**src/rtl/fb_access_arbiter.sv**
```systemverilog
// Framebuffer port sharing: video scan-out reads always win, game-logic writers
// round-robin through every remaining cycle. RAM-side signals are registered.
module fb_access_arbiter #(
   parameter int H_RES            = 640,
   parameter int SCALE_SH         = 2,
   parameter int ADDR_W           = 15,
   parameter int DATA_W           = 8,
   parameter int NUM_WR           = 4,
   parameter int WR_ONLY_IN_BLANK = 0
) (
   input  logic                     i_clk,
   input  logic                     i_rst,
   input  logic                     i_pix_stb,
   input  logic                     i_active,
   input  logic [9:0]               i_x,
   input  logic [8:0]               i_y,
   input  logic [NUM_WR-1:0]        i_wr_req,
   input  logic [NUM_WR*ADDR_W-1:0] i_wr_addr,
   input  logic [NUM_WR*DATA_W-1:0] i_wr_data,
   output logic [NUM_WR-1:0]        o_wr_gnt,
   output logic                     o_mem_en,
   output logic                     o_mem_we,
   output logic [ADDR_W-1:0]        o_mem_addr,
   output logic [DATA_W-1:0]        o_mem_wdata,
   input  logic [DATA_W-1:0]        i_mem_rdata,
   output logic [DATA_W-1:0]        o_pix,
   output logic                     o_pix_valid
);
   localparam int PTR_W  = (NUM_WR > 1) ? $clog2(NUM_WR) : 1;
   localparam int CALC_W = ADDR_W + 11;
   localparam int STAGES = 2;
   localparam logic [CALC_W-1:0] LINE_W = CALC_W'(H_RES >> SCALE_SH);

   logic                 vid;
   logic                 wr_ok;
   logic                 win_found;
   logic [PTR_W-1:0]     win_idx;
   logic [PTR_W-1:0]     ptr;
   logic [CALC_W-1:0]    vaddr_full;
   logic [STAGES:1]      vld_pipe;
   logic [STAGES:1]      vid_pipe;
   logic [DATA_W-1:0]    pix_hold;

   function automatic logic [PTR_W-1:0] rr_idx(input logic [PTR_W-1:0] p, input int off);
      return PTR_W'((int'(p) + off) % NUM_WR);
   endfunction

   assign vid        = i_pix_stb & i_active;
   assign vaddr_full = CALC_W'(i_y >> SCALE_SH) * LINE_W + CALC_W'(i_x >> SCALE_SH);
   assign wr_ok      = ~i_rst & ~vid & ~((WR_ONLY_IN_BLANK != 0) & i_active);

   // Scan from ptr upward with wrap; first requester found wins.
   always_comb begin
      win_found = 1'b0;
      win_idx   = '0;
      o_wr_gnt  = '0;
      for (int i = 0; i < NUM_WR; i++) begin
         if (wr_ok && !win_found && i_wr_req[rr_idx(ptr, i)]) begin
            win_found = 1'b1;
            win_idx   = rr_idx(ptr, i);
         end
      end
      if (win_found) o_wr_gnt[win_idx] = 1'b1;
   end

   always_ff @(posedge i_clk) begin
      if (i_rst) begin
         ptr         <= '0;
         o_mem_en    <= 1'b0;
         o_mem_we    <= 1'b0;
         o_mem_addr  <= '0;
         o_mem_wdata <= '0;
         vld_pipe    <= '0;
         vid_pipe    <= '0;
         pix_hold    <= '0;
      end else begin
         if (vid) begin
            o_mem_en   <= 1'b1;
            o_mem_we   <= 1'b0;
            o_mem_addr <= vaddr_full[ADDR_W-1:0];
         end else if (win_found) begin
            o_mem_en    <= 1'b1;
            o_mem_we    <= 1'b1;
            o_mem_addr  <= i_wr_addr[win_idx*ADDR_W +: ADDR_W];
            o_mem_wdata <= i_wr_data[win_idx*DATA_W +: DATA_W];
            ptr         <= rr_idx(win_idx, 1);
         end else begin
            o_mem_en <= 1'b0;
            o_mem_we <= 1'b0;
         end
         vld_pipe <= {vld_pipe[STAGES-1:1], i_pix_stb};
         vid_pipe <= {vid_pipe[STAGES-1:1], i_active};
         pix_hold <= o_pix;
      end
   end

   // Read data arrives combinationally in the last stage; hold it otherwise.
   always_comb begin
      o_pix = pix_hold;
      if (vld_pipe[STAGES]) o_pix = vid_pipe[STAGES] ? i_mem_rdata : '0;
   end

   assign o_pix_valid = vld_pipe[STAGES];
endmodule

```
**config.mk**
```make
export PLATFORM = sky130hd
export DESIGN_NAME = fb_access_arbiter
export DESIGN_NICKNAME = d
export VERILOG_FILES = /design/src/rtl/fb_access_arbiter.sv
export SDC_FILE = /design/constraint.sdc
export NUM_CORES = 1
export LEC_CHECK = 0
export ABC_AREA = 1
export ABC_CLOCK_PERIOD_IN_PS = 4150
export CORE_ASPECT_RATIO = 0.75
export CORE_MARGIN = 2
export CORE_UTILIZATION = 39
export CTS_BUF_LIST = sky130_fd_sc_hd__clkbuf_16
export DETAILED_ROUTE_END_ITERATION = 8
export GPL_TIMING_DRIVEN = 0
export PLACE_DENSITY = 0.78
export SLEW_MARGIN = 30
export SYNTH_ARGS = -nofsm -noshare
export SYNTH_HDL_FRONTEND = slang
export SYNTH_SLANG_ARGS = --single-unit
```
**constraint.sdc**
```tcl
create_clock -name i_clk -period 4.15 [get_ports i_clk]
set_input_delay 0.83 -clock i_clk [delete_from_list [all_inputs] [get_ports i_clk]]
set_output_delay 0.83 -clock i_clk [all_outputs]
set_load 0.1 [all_outputs]
```
; ---- Word level (Yosys, flattened, before mapping)
; Cells that the tools add are included.
[classes]
add_sub_neg = 5
multipliers = 2
magnitude_cmp = 6
n_shift = 2
mux = 25
bitwise = 4
reduce_logical = 14
[ops]
columns = cell, n
row1 = 60-bit by 7-bit indexed part select with 15-bit output, 1
row2 = 32-bit by 6-bit indexed part select with 8-bit output, 1
row3 = 15-bit two-way mux, 2
row4 = 8-bit two-way mux, 2
row5 = 15-bit by 8-bit adder with 15-bit output, 1
row6 = "2-bit by 3-bit < comparator with 1-bit output, second input constant", 5
row7 = 1-bit two-way mux, 11
row8 = "7-bit by 3-bit multiplier with 10-bit output, second input constant", 1
row9 = 1-bit binary-select mux with 2-bit select, 4
row10 = 1-bit logical AND, 8
row11 = 2-bit two-way mux, 4
row12 = "2-bit by 4-bit multiplier with 6-bit output, second input constant", 1
row13 = "2-bit by 1-bit adder with 2-bit output, second input constant", 2
row14 = "2-bit adder, second input constant", 2
row15 = 4-bit two-way mux, 1
row16 = 1-bit zero test, 3
row17 = 1-bit bitwise AND, 2
row18 = 1-bit demux with 2-bit select, 1
row19 = "2-bit by 1-bit greater-or-equal comparator with 1-bit output, second input constant", 1
row20 = 1-bit NOT, 2
row21 = 2-bit AND reduction, 1
row22 = 2-bit nonzero test, 1
row23 = 2-bit OR reduction, 1
[totals]
reg_bits = 39
in_bits = 127
output_inout_bits = 38
elab_cells = 66

; ---- Depth between registers and ports, before layout
; Gate-level depths: netlist of the first run.
[logic_depth]
depth_word = 22
mapped_depth = 19
mapped_depth_nobuf = 16

; ---- Least setup slack after synthesis of the first run
; Ideal clock, no wire load.
[synth_path]
path_kind = register -> output
start = register vld_pipe[2] in the netlist's numbering
end = output port o_pix[0]
arrival_time_ps = 2981
t_required_ps = 3320
slack_ps = 339
stages_incl_launch_ff = 4
n_path_buf = 1
cell_sequence = dfxtp_1 -> clkbuf_1 -> nand2_1 -> o22ai_1
[synth_between]
elab_chain_len = 1
[synth_lines]
columns = element, line
row1 = "start, declared", 40  ; logic [STAGES:1] vld_pipe;
row2 = "start signal, assigned", 91  ; vld_pipe <= {vld_pipe[STAGES-1:1], i_pix_stb};
row3 = 8-bit two-way mux, 100  ; if (vld_pipe[STAGES]) o_pix = vid_pipe[STAGES] ? i_mem_rdata : '0;
row4 = "end, declared", 26  ; output logic [DATA_W-1:0] o_pix,
; Every way passes these cells.

; ---- Final worst setup path of the first run
[layout_path]
start = input port i_active
end = output port o_wr_gnt[2]
[layout_between]
elab_chain_len = 22
word_cells_on_any_way = 27
classes_between = order compare (2) / mux (11) / bitwise (3) / reduce/logical (11)
[layout_lines]
columns = element, line
row1 = "start, declared", 14  ; input logic i_active,
row2 = 1-bit bitwise AND *, 48  ; assign vid = i_pix_stb & i_active;
row3 = 1-bit NOT (no line) *, n/a
row4 = 1-bit bitwise AND *, 50  ; assign wr_ok = ~i_rst & ~vid & ~((WR_ONLY_IN_BLANK != 0) & i_active);
row5 = 1-bit logical AND, 58  ; if (wr_ok && !win_found && i_wr_req[rr_idx(ptr, i)]) begin
row6 = 1-bit two-way mux, 58
row7 = 1-bit zero test, 58
row8 = 1-bit logical AND (2 in a row), 58
row9 = 1-bit two-way mux, 58
row10 = (+4 left out), n/a
row11 = 1-bit zero test, 58
row12 = 1-bit logical AND (2 in a row), 58
row13 = 2-bit two-way mux, 58
row14 = 2-bit by 3-bit < comparator with 1-bit output (implied by the code) or 2-bit by 1-bit greater-or-equal comparator with 1-bit output (tied branches), 63  ; if (win_found) o_wr_gnt[win_idx] = 1'b1;
row15 = 1-bit logical AND (implied by the code), 63
row16 = 1-bit two-way mux (implied by the code), 63
row17 = 1-bit demux with 2-bit select, 63
row18 = 4-bit two-way mux *, 63
row19 = "end, declared", 20  ; output logic [NUM_WR-1:0] o_wr_gnt,
; Every way passes the cells marked *; elsewhere a longest branch is shown, timed or not.

==> qor_table.md, run 1 <==
| Stage | Parameter | This run |
|---|---|---|
| synth | Cell area after technology mapping | 3360 sq um |
| sta | Final setup violation count | 0 |
| global routing | Global routing usage summed across all routing layers | 24.3% |
| power | Switching part of the total power | 59.4% |
| floorplan | Num rows | 29 |
| power | Worst vdd ir | 437 uV |
| layout | Antenna diode count | 0 |
| power | Total leakage power | 2.60 nW |
| cts | Later-pin clock latency in the skew report | 0.28 ns |
| setup path | Biggest cell delay along the critical path | 0.46 ns |
| detailed routing | Vias | 4163 |
| floorplan | Initial core utilization | 40.0% |
| power | Combinational Power Share | 76.1% |
| synth | Register bit total from synthesis | 39 |
| synth | Total number of yosys warnings | 0 |
| detailed routing | Initial DRC Count | 256 |
| power | Clk network pwr share | 10.4% |
| cts | Number of hold-repair buffers added at the cts stage | 0 |
| setup path | Critical path type | in -> out |
| placed design | Number of cells in the design after placement | 832 |
| setup path | Largest fanout on the critical path | 11 |
| synth | Synth Flop Type | dfxtp_1 |
| cts | CTS tree | built |
| floorplan | Horizontal die dimension | 111 um |
| cts | Clock slew at reported path FFs | 0.06 ns |
| power | Reg power frac | 13.5% |
| status | Result of the run | finished, final reports clean |
| worst hold path | Worst min path class | reg -> reg |
| synth | Number of synthesized flops with an enable pin | 0 |
| synth | Cell count after synthesis | 564 |
| floorplan | Chip height | 84.4 um |
| floorplan | I/O pin count | 165 |
| sta | Fin crit share | 95.6% |
| power | Post-route total power | 4.27 mW |
| worst hold path | Count of cells along the worst hold path | 2 |
| cts | Clock Tree Root | clkbuf_16 |
| synth | Post-Syn Nets | 710 |
| detailed routing | Number of detailed-routing iterations run before antenna repair | 4 |
| layout | Fraction of final layout cells with drive strength greater than 1 | 8.72% |
| synth | Leading cell types by total area after synthesis | dfxtp_1, nand2_1, inv_1 |
| sta | Pin slew with the least headroom to its limit | 1.01 ns |
| floorplan | Die Area | 9390 sq um |
| power | Net switching component of the power | 2.53 mW |
| layout | Final std cells w/o fill | 842 |
| setup path | Cell with the largest stage delay on the worst path | clkdlybuf4s50_1 |
| sta | Worst max-slew margin expressed relative to the limit | 32.2% |
| detailed routing | WL per Instance | 13.9 um |
| synth | Yosys cell types | 40 |
| cts | Number of buffers created by CTS | 5 |
| detailed routing | DRC | 0 |
| synth | Mean cell area of the mapped netlist | 5.96 sq um |
| setup path | Depth of the worst register-to-register path | 15 |
| sta | Final Critical Period | 3.97 ns |
| sta | Peak Freq | 0.252 GHz |
| layout | Area overhead of the layout relative to synthesis | 57.6% |
| synth | Post-synthesis sequential area ratio | 23.2% |
| detailed routing | Total length of routed wires | 11700 um |
| global routing | Global-route wire length before repair | 18700 um |
| placed design | Global placer's final weighted congestion | 0.881 |
| placed design | DP Wirelength | 9430 um |
| global routing | Antenna violations before repair | 0 |
| setup path | Buffer and inverter count on the worst path | 5 |
| setup path | Critical Path AT | 3.14 ns |
| floorplan | Core footprint | 8420 sq um |
| placed design | I/O Buffers | 160 |
| sta | Clock skew | 0.00300 ns |
| run | Number of violations of the max-capacitance limit | 0 |
| sta | Max-slew violation count | 0 |
| detailed routing | Antenna viol nets, final | 0 |
| global routing | Total grt overflow | 0 |
| synth | Top cells by count, synth | nand2_1, inv_1, nand3_1 |
| setup path | Required time worst endpoint | 3.32 ns |
| setup path | Crit path launch type | input port |
| setup path | Depth of the critical timing path with buffers and inverters included | 15 |
| synth | Fraction of synthesis flops using an asynchronous set or reset pin | 0% |
| synth | Cell type with the largest total area after synthesis | dfxtp_1 |
| setup path | Critical path cell sequence | clkdlybuf4s50_1, nand2_4, nand2_2, inv_2, nand2_1, o21bai_1, nand2_1, nand2_1, nand2_1, nand2_1, clkbuf_4, ha_1, nand2_1, inv_1, buf_6 |
| global routing | Vias in the first global route | 3880 |
| synth | Share of Yosys cell area claimed by the top area cell type | 23.2% |
| setup path | Cell type group with the largest total delay on the critical path | buffers and inverters |
| cts | Number of clock sinks seen by CTS | 39 |
| layout | Post-layout nets | 879 |
| synth | Leading cell type by number of instances after synthesis | nand2_1 |
| setup path | Most frequent CP cell | nand2_1 |
| detailed routing | Vias per cell | 4.94 |
| power | Ratio of total power to cell area | 805 nW/um^2 |
| cts | Max H-tree Level | 2 |
| cts | Bufs on Longest Clock Path | 2 |
| sta | Unrepaired setup endpoints after global routing | no |
| sta | Hold Slack | 0.408 ns |
| setup path | Critical Path End Type | output port |
| layout | Core utilization of the finished layout | 63.0% |
| power | Power Internal | 1.73 mW |
| sta | Final Hold Vio Count | 0 |
| global routing | Pin count of the biggest net entering global routing | 14 |
## registers in the layout, indices dropped and copies added (netlist names)
signal / flops
o_mem_addr: 15
o_mem_wdata: 8
pix_hold: 8
ptr: 2
vid_pipe: 2
vld_pipe: 2
o_mem_en: 1
o_mem_we: 1
## path summary, 6_finish.rpt
check / startpoint / slack, ns / endpoint
worst max-delay path: i_active / 0.18 / o_wr_gnt[2]
worst min-delay path: vld_pipe[1] / 0.41 / vld_pipe[2]
worst max register to register: ptr[1] / 1.83 / ptr[1]
worst min register to register: vld_pipe[1] / 0.41 / vld_pipe[2]
## metrics by stage
step | TNS [ns] | setup WS [ns] | instance area (sq um)
after floorplan | 0 | 0.339 | 3360
after global placement | -3.11 | -0.790 | 5100
after detailed placement | -3.28 | -0.840 | 5100
after CTS | 0 | 0.00411 | 5260
after global routing | 0 | 0.00171 | 5300
final | 0 | 0.183 | 5300
## metal layers
metal | track usage, % | vias up | share of wire, %
li1 | - | 2095 | -
met1 | 30.2 | 1907 | 43
met5 | 0 | - | 0
met4 | 5.84 | 0 | 1.1
met3 | 6.14 | 12 | 8.1
met2 | 42.4 | 149 | 48
## cell usage in the layout, fill, tap and decap left out, drive strengths merged, types with 2 or more instances in the layout
cell type        n
o22ai            8
xor2             2
buf             25
inv             99
nand4            3
clkbuf          11
o21ai           49
nand3           52
fa               2
nand2          192
nor2            40
a31oi            2
clkdlybuf4s50  155
clkinv           3
o211ai           4
ha              17
or2              3
dfxtp           39
xnor2            3
a21oi           19
## kinds of logic after synthesis
group | count (synthesis) | synth area share [%]
fa+ha+maj | 19 | 7.51
xor+xnor | 5 | 1.30
flops | 39 | 23.2
compound gates | 85 | 13.7
buf+inv | 125 | 15.9
simple gates | 291 | 38.4
## layout make-up
| class | count | area, sq um |
|---|---|---|
| plain buffers | 25 | 163 |
| clock buffers | 5 | 125 |
| clock inverters | 3 | 43.8 |
| fillers | 799 | 3120 |
| inverters | 100 | 378 |
| multi-input cells | 400 | 2050 |
| flip-flops and latches | 39 | 781 |
| well taps | 108 | 135 |
| repair buffers | 162 | 1620 |
## worst register-to-register path, stage by stage (launching register included)
cell and delay (ns):
dfxtp_1 0.30, buf_4 0.16, inv_4 0.10, nand2_1 0.05
nand2_1 0.11, nand2_1 0.11, nand2_4 0.11, nand4_2 0.13
inv_1 0.11, nand2_1 0.05, nand2_1 0.06, nand2_1 0.15
clkbuf_4 0.25, ha_1 0.30, o21ai_0 0.15, a21oi_1 0.05
## power by group through the flow
| stage | combinational, mW | sequential, mW | clock (mW) |
|---|---|---|---|
| 3_3_place_gp | 3.16 | 0.578 | 0 |
| 3_5_place_dp | 3.21 | 0.583 | 0 |
| 6_report | 3.25 | 0.577 | 0.443 |
| 2_1_floorplan | 1.52 | 1.45 | 0 |
| 5_1_grt | 3.50 | 0.591 | 0.463 |
| 4_1_cts | 3.21 | 0.577 | 0.446 |
## what timing repair did
item	CTS	global route
endpoints found under the setup margin	4	4
gates resized for setup	24	9
gates cloned	0	0
pin swaps	0	0
setup buffers	0	2
No activity file was read; power rests on OpenSTA's default activity.
==> run 2, diff against run 1 <==
Settings changed: CTS_CLUSTER_SIZE set to 20, PLACE_DENSITY 0.78 to 0.88.
==> qor_table.md, run 2 (synthesis gave the netlist of run 1 again) <==
| Stage | Parameter | This run |
|---|---|---|
| status | Result of the run | finished, final reports clean |
| sta | Clock skew | 0.00187 ns |
| detailed routing | DRC | 0 |
| sta | Peak Freq | 0.256 GHz |
| detailed routing | Antenna viol nets, final | 0 |
| sta | Worst max-slew margin expressed relative to the limit | 32.5% |
| setup path | Depth of the worst register-to-register path | 15 |
| sta | Max-slew violation count | 0 |
| floorplan | Initial core utilization | 40.0% |
| layout | Fraction of final layout cells with drive strength greater than 1 | 8.73% |
| detailed routing | Total length of routed wires | 11300 um |
| layout | Highest-count cells in the layout ignoring fill and taps | nand2_1, clkdlybuf4s50_1, inv_1, nand3_1, dfxtp_1 |
| sta | Unrepaired setup endpoints after global routing | no |
| floorplan | I/O pin count | 165 |
| detailed routing | Initial DRC Count | 168 |
| sta | Pin slew with the least headroom to its limit | 1.01 ns |
| global routing | Vias in the first global route | 4168 |
| power | Worst vdd ir | 734 uV |
| power | Total leakage power | 2.60 nW |
| floorplan | Die Area | 9390 sq um |
| setup path | Critical Path AT | 3.08 ns |
| setup path | Crit path launch type | input port |
| cts | Bufs on Longest Clock Path | 2 |
| detailed routing | WL per Instance | 13.4 um |
| layout | Top Registers | o_mem_addr (15), o_mem_wdata (8), pix_hold (8) |
| worst hold path | Hold path startpoint | vid_pipe[1] |
| setup path | Critical Path End Type | output port |
| placed design | Global placer's final weighted congestion | 0.939 |
| setup path | Largest fanout on the critical path | 11 |
| run | Number of violations of the max-capacitance limit | 0 |
| setup path | Required time worst endpoint | 3.32 ns |
| layout | Reg with most FFs | o_mem_addr |
| cts | CTS tree | built |
| cts | Number of buffers created by CTS | 5 |
| power | Ratio of total power to cell area | 807 nW/um^2 |
| sta | Final Hold Vio Count | 0 |
| global routing | Pin count of the biggest net entering global routing | 14 |
| setup path | RR Startpoint | ptr[1] |
| placed design | I/O Buffers | 160 |
| worst hold path | Count of cells along the worst hold path | 2 |
| sta | Fin crit share | 94.2% |
| cts | Clock Tree Root | clkbuf_16 |
| power | Post-route total power | 4.27 mW |
| setup path | Critical path type | in -> out |
| detailed routing | Number of detailed-routing iterations run before antenna repair | 5 |
| detailed routing | Vias | 4080 |
| cts | Number of clock sinks seen by CTS | 39 |
| global routing | Global routing usage summed across all routing layers | 24.2% |
| cts | Later-pin clock latency in the skew report | 0.28 ns |
| layout | Antenna diode count | 0 |
| detailed routing | Vias per cell | 4.85 |
| sta | Final setup violation count | 0 |
| global routing | Global-route wire length before repair | 18800 um |
| sta | Final Critical Period | 3.91 ns |
| layout | Max FFs per register | 15 |
| setup path | Launch point of the critical path | i_pix_stb |
| placed design | Number of cells in the design after placement | 832 |
| floorplan | Core footprint | 8420 sq um |
| global routing | Antenna violations before repair | 0 |
| cts | Max H-tree Level | 2 |
| placed design | DP Wirelength | 9180 um |
| worst hold path | Worst min path class | reg -> reg |
| layout | Post-layout nets | 878 |
| floorplan | Horizontal die dimension | 111 um |
| global routing | Total grt overflow | 0 |
| floorplan | Chip height | 84.4 um |
| layout | Area overhead of the layout relative to synthesis | 57.4% |
| cts | Clock slew at reported path FFs | 0.06 ns |
| cts | Number of hold-repair buffers added at the cts stage | 0 |
| layout | Final std cells w/o fill | 841 |
| floorplan | Num rows | 29 |
| layout | Commonest non-fill, non-tap cell in the layout | nand2_1 |
| sta | Hold Slack | 0.401 ns |
==> run 2: final cells by class <==
cell class	count	area, sq um
fillers	772	3130
multi-input cells	400	2050
repair buffers	161	1610
flip-flops and latches	39	781
inverters	100	378
plain buffers	25	166
well taps	108	135
clock buffers	5	125
clock inverters	3	43.8
==> run 2: timing repair <==
| action | CTS | global route |
|---|---|---|
| gates resized for setup | 24 | 11 |
| setup endpoints to repair | 4 | 4 |
| setup buffers | 0 | 1 |
| endpoints found under the hold margin | 0 | 0 |
==> run 2: per-stage QoR <==
step | instance area [sq um] | util [%] | setup slack [ns] | TNS [ns]
after global routing | 5290 | 62.9 | 0.0375 | 0
after floorplan | 3360 | - | 0.339 | 0
after global placement | 5100 | 60.6 | -0.806 | -3.15
after CTS | 5260 | 62.5 | 0.00770 | 0
after detailed placement | 5100 | 60.6 | -0.828 | -3.26
final | 5290 | 62.9 | 0.242 | 0
==> run 2: power by group <==
group          switching, mW  internal, mW
combinational           2.31         0.934
sequential            0.0739         0.515
clock                  0.156         0.283
total                   2.54          1.73
==> run 2: worst paths after layout <==
path	to	slack, ns
setup / recovery	o_wr_gnt[3]	0.24
hold / removal	vid_pipe[2]	0.40
setup reg to reg	ptr[1]	1.86
hold reg to reg	vid_pipe[2]	0.40
==> run 2: layer usage <==
| layer | track usage (%) | share of wire (%) | up-vias |
|---|---|---|---|
| met1 | 30.0 | 43 | 1802 |
| met2 | 43.0 | 48 | 168 |
| met5 | 0 | 0 | - |
| met3 | 4.77 | 8.1 | 18 |
| li1 | - | - | 2092 |
| met4 | 6.62 | 1.9 | 0 |
==> run 2: worst max-delay path: stages <==
cell and delay, ns:
clkdlybuf4s50_1 0.46, nand2_4 0.17, nand2_2 0.10, inv_2 0.14, nand2_1 0.10, o21bai_1 0.15, nand2_1 0.09, nand2_1 0.07
nand2_1 0.05, nand2_1 0.21, buf_6 0.20, ha_1 0.15, nand2_1 0.06, inv_1 0.07, buf_6 0.22
